## src/rtl/lsu_pkg.sv

```systemverilog
// Shared definitions for the load/store unit: access-size codes, FSM state
// encoding and the default depth of the attached data memory.
package lsu_pkg;

  localparam int unsigned LSU_DEPTH = 201;

  localparam logic [1:0] SZ_BYTE = 2'b00;
  localparam logic [1:0] SZ_HALF = 2'b01;
  localparam logic [1:0] SZ_WORD = 2'b10;
  localparam logic [1:0] SZ_RSVD = 2'b11;

  typedef enum logic [1:0] {
    IDLE  = 2'b00,
    READ  = 2'b01,
    WRITE = 2'b10,
    RESP  = 2'b11
  } lsu_state_e;

endpackage

```

## src/rtl/lsu_lane_align.sv

```systemverilog
// Lane steering for the load/store unit: pulls a byte/half/word out of a
// memory word with sign or zero extension, and merges store data into the
// selected lane of a word for read-modify-write stores.
module lsu_lane_align
  import lsu_pkg::*;
(
  input  logic [31:0] word_i,
  input  logic [1:0]  size_i,
  input  logic [1:0]  off_i,
  input  logic        signed_i,
  input  logic [31:0] wdata_i,
  output logic [31:0] load_o,
  output logic [31:0] merged_o
);

  logic [7:0]  byte_sel;
  logic [15:0] half_sel;

  // Select the addressed lane, extend it for loads, splice it in for stores.
  always_comb begin
    byte_sel = word_i[{off_i, 3'b000} +: 8];
    half_sel = word_i[{off_i[1], 4'b0000} +: 16];
    load_o   = word_i;
    merged_o = wdata_i;
    case (size_i)
      SZ_BYTE: begin
        load_o   = signed_i ? {{24{byte_sel[7]}}, byte_sel} : {24'h0, byte_sel};
        merged_o = word_i;
        merged_o[{off_i, 3'b000} +: 8] = wdata_i[7:0];
      end
      SZ_HALF: begin
        load_o   = signed_i ? {{16{half_sel[15]}}, half_sel} : {16'h0, half_sel};
        merged_o = word_i;
        merged_o[{off_i[1], 4'b0000} +: 16] = wdata_i[15:0];
      end
      default: begin
        load_o   = word_i;
        merged_o = wdata_i;
      end
    endcase
  end

endmodule

```

## src/rtl/load_store_unit.sv

```systemverilog
// Load/store unit: initiator side of the word-addressed data memory port.
// Accepts one CPU request at a time, converts the byte address to a word
// index, performs sub-word loads with extension and sub-word stores as
// read-modify-write, and returns one response pulse per request.
// Optional build macro LSU_MISALIGN_TRAP_EN: when defined, misaligned
// half/word accesses are rejected with resp_err; otherwise the low address
// bits below the access size are ignored.
module load_store_unit
  import lsu_pkg::*;
#(
  parameter int unsigned DEPTH  = LSU_DEPTH,
  parameter int unsigned ADDR_W = 32
) (
  input  logic              clk,
  input  logic              rst_n,
  input  logic              req_valid,
  output logic              req_ready,
  input  logic              req_write,
  input  logic [1:0]        req_size,
  input  logic              req_signed,
  input  logic [ADDR_W-1:0] req_addr,
  input  logic [31:0]       req_wdata,
  output logic              resp_valid,
  output logic [31:0]       resp_rdata,
  output logic              resp_err,
  output logic              memRead,
  output logic              memWrite,
  output logic [ADDR_W-1:0] address,
  output logic [31:0]       dataIn,
  input  logic [31:0]       dataOut
);

  lsu_state_e        state_q;
  logic              resp_valid_q, resp_err_q, memRead_q, memWrite_q;
  logic [31:0]       resp_rdata_q, dataIn_q;
  logic [ADDR_W-1:0] address_q;
  logic              write_q, signed_q;
  logic [1:0]        size_q, off_q;
  logic [31:0]       wdata_q;

  logic [ADDR_W-1:0] word_idx;
  logic              acc_err;
  logic [1:0]        acc_off_d;
  logic [31:0]       load_val, merged_val;

  assign word_idx = req_addr >> 2;

`ifdef LSU_MISALIGN_TRAP_EN
  logic misalign;
  // Misaligned half/word accesses are trapped; the raw offset is kept.
  always_comb begin
    misalign  = ((req_size == SZ_HALF) && req_addr[0]) ||
                ((req_size == SZ_WORD) && (req_addr[1:0] != 2'b00));
    acc_err   = (req_size == SZ_RSVD) || (word_idx >= ADDR_W'(DEPTH)) || misalign;
    acc_off_d = req_addr[1:0];
  end
`else
  // Offset bits below the access size are dropped so the access is aligned.
  always_comb begin
    acc_err = (req_size == SZ_RSVD) || (word_idx >= ADDR_W'(DEPTH));
    case (req_size)
      SZ_HALF: acc_off_d = {req_addr[1], 1'b0};
      SZ_WORD: acc_off_d = 2'b00;
      default: acc_off_d = req_addr[1:0];
    endcase
  end
`endif

  lsu_lane_align u_align (
    .word_i   (dataOut),
    .size_i   (size_q),
    .off_i    (off_q),
    .signed_i (signed_q),
    .wdata_i  (wdata_q),
    .load_o   (load_val),
    .merged_o (merged_val)
  );

  // Request FSM with registered memory-port and response outputs.
  always_ff @(posedge clk or negedge rst_n) begin
    if (!rst_n) begin
      state_q      <= IDLE;
      resp_valid_q <= 1'b0;
      resp_err_q   <= 1'b0;
      resp_rdata_q <= 32'h0;
      memRead_q    <= 1'b0;
      memWrite_q   <= 1'b0;
      address_q    <= '0;
      dataIn_q     <= 32'h0;
      write_q      <= 1'b0;
      signed_q     <= 1'b0;
      size_q       <= SZ_BYTE;
      off_q        <= 2'b00;
      wdata_q      <= 32'h0;
    end else begin
      case (state_q)
        IDLE: begin
          if (req_valid) begin
            write_q  <= req_write;
            signed_q <= req_signed;
            size_q   <= req_size;
            off_q    <= acc_off_d;
            wdata_q  <= req_wdata;
            if (acc_err) begin
              state_q      <= RESP;
              resp_valid_q <= 1'b1;
              resp_err_q   <= 1'b1;
              resp_rdata_q <= 32'h0;
            end else if (req_write && (req_size == SZ_WORD)) begin
              state_q    <= WRITE;
              memWrite_q <= 1'b1;
              address_q  <= word_idx;
              dataIn_q   <= req_wdata;
            end else begin
              state_q   <= READ;
              memRead_q <= 1'b1;
              address_q <= word_idx;
            end
          end
        end
        READ: begin
          memRead_q <= 1'b0;
          if (write_q) begin
            state_q    <= WRITE;
            memWrite_q <= 1'b1;
            dataIn_q   <= merged_val;
          end else begin
            state_q      <= RESP;
            resp_valid_q <= 1'b1;
            resp_err_q   <= 1'b0;
            resp_rdata_q <= load_val;
          end
        end
        WRITE: begin
          memWrite_q   <= 1'b0;
          state_q      <= RESP;
          resp_valid_q <= 1'b1;
          resp_err_q   <= 1'b0;
          resp_rdata_q <= 32'h0;
        end
        default: begin
          state_q      <= IDLE;
          resp_valid_q <= 1'b0;
          resp_err_q   <= 1'b0;
          resp_rdata_q <= 32'h0;
        end
      endcase
    end
  end

  assign req_ready  = (state_q == IDLE);
  assign resp_valid = resp_valid_q;
  assign resp_err   = resp_err_q;
  assign resp_rdata = resp_rdata_q;
  assign memRead    = memRead_q;
  assign memWrite   = memWrite_q;
  assign address    = address_q;
  assign dataIn     = dataIn_q;

endmodule
```

## config.mk

```make
export PLATFORM = sky130hd
export DESIGN_NAME = load_store_unit
export DESIGN_NICKNAME = d
export VERILOG_FILES = /design/src/rtl/lsu_pkg.sv /design/src/rtl/lsu_lane_align.sv /design/src/rtl/load_store_unit.sv
export SDC_FILE = /design/constraint.sdc
export NUM_CORES = 1
export LEC_CHECK = 0
export CAP_MARGIN = 5
export CELL_PAD_IN_SITES_DETAIL_PLACEMENT = 1
export CELL_PAD_IN_SITES_GLOBAL_PLACEMENT = 1
export CORE_MARGIN = 5
export CORE_UTILIZATION = 36
export CTS_CLUSTER_SIZE = 16
export DETAILED_ROUTE_END_ITERATION = 8
export GPL_TIMING_DRIVEN = 0
export PLACE_DENSITY_LB_ADDON = 0.1
export SLEW_MARGIN = 5
export SYNTH_ARGS = -nofsm -noshare
export SYNTH_HDL_FRONTEND = slang
export SYNTH_SLANG_ARGS = --single-unit
export TNS_END_PERCENT = 100
```

## constraint.sdc

```tcl
create_clock -name clk -period 5.7 [get_ports clk]
set_clock_uncertainty 0.1 [all_clocks]
set_input_delay 0.57 -clock clk [delete_from_list [all_inputs] [get_ports clk]]
set_output_delay 0.57 -clock clk [all_outputs]
set_load 0.005 [all_outputs]
```

==> run_results.csv <==
group,metric,value,unit
yosys,synth-xor-area-share,0,
worst_hold_path,hold_path.class,"reg -> reg",
sta,worstMarginPinSlew,1.34,ns
yosys,synth.most_common_cell,"dfrtp_1",
critical_path,cp-end-kind,"register",
yosys,synthAdderAreaFrac,0.0206,
sta,setup_viol,0,
pwr,power_frac_clock,0.207,
critical_path,path_cells,"buf_2 -> clkinv_1 -> buf_2 -> ha_1 -> nor4bb_1 -> mux2_2 -> nand2_1 -> o22ai_1 -> mux2_4",
outcome,status,"finished, final reports clean",
critical_path,r2r_end,"dataIn[19]",
pwr,intPower,0.00328,W
yosys,synth_top_area_cell,"dfrtp_1",
sta,hold_viol,0,
critical_path,r2r_start,"off_q[1]",
sta,finalCritPeriodShare,0.683,
critical_path,rrSetupSlack,1.81,ns
clock_tree,hold_buffers,1,
yosys,yosys.area_share.simple,0.136,
yosys,synth_compound_area_frac,0.171,
sta,fmax,257,MHz
floorplan,die_area,23200,µm²
sta,drv_slew,0,
worst_hold_path,whs_path_depth,2,
yosys,yosys-top-cells-area,"dfrtp_1 47%, mux2_2 7.1%, mux2_4 6.2%",
critical_path,worstSetupPathType,"reg -> reg",
yosys,yosys_warnings,0,
yosys,synth_top_family_by_area,"compound AO/OA/AOI/OAI gates",
global_route,grt_util_met1,0.292,
yosys,synth_common_cells,"138 x dfrtp_1, 72 x nand2_1, 62 x nor2_1",
pwr,switching_share,0.395,
final_layout,final_util,0.511,
drt,wl_per_cell,23.7,µm
global_route,grt-busiest-layer,"met2",
yosys,async_flop_share,1.00,
floorplan,io_pins,204,
clock_tree,ctsResizeCount,0,
yosys,synth.distinct_cells,54,
yosys,synthCells,689,
global_route,grt_max_degree,99,
run,drv_cap,0,
clock_tree,cts_tree,"yes",
global_route,grt_pass1_wl,43.8,mm
drt,vias,6519,
critical_path,worst_ep_arrival_time,4.16,ns
final_layout,fin_nets,1027,
final_layout,synthToLayoutAreaGrowth,41.1,%
global_route,use_met3,0.0508,
pwr,peakVddDrop,239,µV
clock_tree,cts_setup_buffers,0,
place,portBuffers,201,
final_layout,drive_gt1_frac,0.142,
sta,rsz0062_at_grt,"no",
yosys,synthMuxAreaShare,0.158,
clock_tree,cts_buffer_depth,2,
critical_path,critPathMaxFanout,12,
clock_tree,cts_sinks,138,
clock_tree,cts-root-buf,"clkbuf_16",
drt,wirelength,28.3,mm
yosys,ys_seq_area_frac,0.474,
pwr,finalPower,0.00541,W
global_route,use_met2,0.428,
drt,drc_errors,0,
worst_hold_path,hold_end,"resp_rdata[6]",
floorplan,die_h,152,µm
pwr,p_switching,0.00214,W
critical_path,crit_slowest_cell,"nor4bb_1",
global_route,grt_pass1_vias,7290,
pwr,p_per_area,527,nW/µm²
floorplan,initial_utilization,0.363,
global_route,antenna_found_initial,0,
critical_path,reg2reg_depth,9,
floorplan,dieWidth,152,µm
yosys,ys_seq_elements,138,
clock_tree,h-tree-depth,4,
sta,min_period,3.89,ns
critical_path,start_kind,"register",
clock_tree,cts_made_buffers,17,
drt,routed_via_density,5.46,
floorplan,rows,52,
place,dp_hpwl,22.3,mm
critical_path,crit_required,5.96,ns
pwr,pwr-share-comb,0.486,
yosys,syn_area,7290,µm²
global_route,grt_overflow_total,0,
place,gp_congestion,0.897,
yosys,synth_top_area_share,0.474,
final_layout,num_antenna_cells,0,
critical_path,crit_path_frequent_cell,"buf_2",
drt,firstDrtPassIters,5,
drt,ant_nets,0,
clock_tree,clk-insertion-delay-late,0.43,ns
critical_path,critPathMaxStageDelay,1.06,ns
worst_hold_path,min_from,"resp_rdata[6]",
yosys,synth_enable_flop_cells,0,
sta,slew_headroom,0.0929,
critical_path,startpoint,"off_q[1]",
yosys,syn_avg_cell_area,10.6,µm²
pwr,seqPwrFrac,0.307,
yosys,synth_ff_type,"dfrtp_1",
clock_tree,clk_pin_slew_worst_paths,0.07,ns
global_route,grtUsageTotal,0.241,
pwr,p_leak,4.45,nW
drt,drt_iter0_markers,316,
floorplan,core_area,20100,µm²
[metrics by stage]
stage               std cells  hold slack [ns]  area (µm²)  TNS, ns  setup slack [ns]
floorplan                 690            0.174        7290        0              3.01
global placement         1161            0.363        9640  -190.90             -1.40
detailed placement       1162            0.373        9670        0              1.86
CTS                      1195            0.394       10300        0              1.84
global route             1195            0.417       10300        0              1.59
finish                   1195            0.389       10300        0              1.81
[cells in the final DEF, fill, tap and decap left out, drive strengths merged, types with 3 or more instances in the layout]
cell / Yosys / final
inv: 13 / 21
nor4: 6 / 6
nand4: 4 / 4
o31ai: 5 / 5
a21oi: 31 / 31
nand3b: 3 / 3
o21ai: 28 / 28
a22oi: 14 / 14
o22ai: 5 / 5
a22o: 33 / 33
dfrtp: 138 / 138
a32o: 3 / 3
nor3: 3 / 3
ha: 12 / 12
a211o: 6 / 6
nand3: 9 / 9
buf: 18 / 20
nor2b: 25 / 25
mux2: 76 / 76
clkinvlp: 0 / 4
a221oi: 16 / 16
clkbuf: 34 / 52
a221o: 5 / 5
a31oi: 8 / 8
nand2b: 17 / 17
mux2i: 16 / 16
nand2: 72 / 72
o221ai: 4 / 4
nor2: 62 / 62
clkdlybuf4s50: 0 / 200
o2111ai: 3 / 3
[per-layer routing]
layer | vias up | share of wire
li1 | 2942 | -
met1 | 3314 | 0.41
met2 | 218 | 0.51
met3 | 45 | 0.051
met4 | 0 | 0.028
met5 | - | 0
[state kept, by name, summed over array words and instances, names as in the netlist]
register,flops
dataIn,32
resp_rdata,32
wdata_q,32
address,30
off_q,2
size_q,2
state_q,2
memRead,1
memWrite,1
resp_err,1
resp_valid,1
signed_q,1
write_q,1
[critical path, delay by kind of cell, from the launching register on]
kind            cells  cell delay [ns]
fa+ha+maj           1             0.36
compound gates      1             0.27
buf+inv             3             0.93
flops               1             0.45
simple gates        2             1.18
mux                 2             0.53
[worst max path at each step]
stage | to | slack [ns] | cells past startpoint
final | dataIn[19] | 1.81 | 9
after global routing | dataIn[19] | 1.59 | 9
after CTS | dataIn[19] | 1.84 | 9
after detailed placement | dataIn[19] | 1.86 | 9
after global placement | wdata_q[10] | -1.40 | 1
after floorplan | dataIn[8] | 3.01 | 10
[power groups by stage]
| stage | combinational, W | sequential, W | clock [W] |
|---|---|---|---|
| floorplan | 0.00148 | 0.00159 | 0 |
| global placement | 0.00256 | 0.00165 | 0 |
| detailed placement | 0.00262 | 0.00168 | 0 |
| CTS | 0.00265 | 0.00166 | 0.00114 |
| global route | 0.00283 | 0.00171 | 0.00119 |
| finish | 0.00263 | 0.00167 | 0.00112 |
[area by class of cell]
| type | count | area, µm² |
|---|---|---|
| buffer | 52 | 240 |
| clock buffer | 18 | 439 |
| clock inverter | 14 | 156 |
| fill | 2177 | 9820 |
| inverter | 14 | 52.6 |
| multi-input combinational | 486 | 3550 |
| sequential | 138 | 3450 |
| tap | 270 | 338 |
| timing repair buffer | 203 | 2050 |
[cell families (layout without fill, tap and decap cells)]
family	Yosys count	after routing
fa+ha+maj	12	12
flops	138	138
buf+inv	66	301
compound gates	170	170
mux	93	93
other cells	1	2
simple gates	209	209
Note: power is estimated with default switching activity, not from simulation.
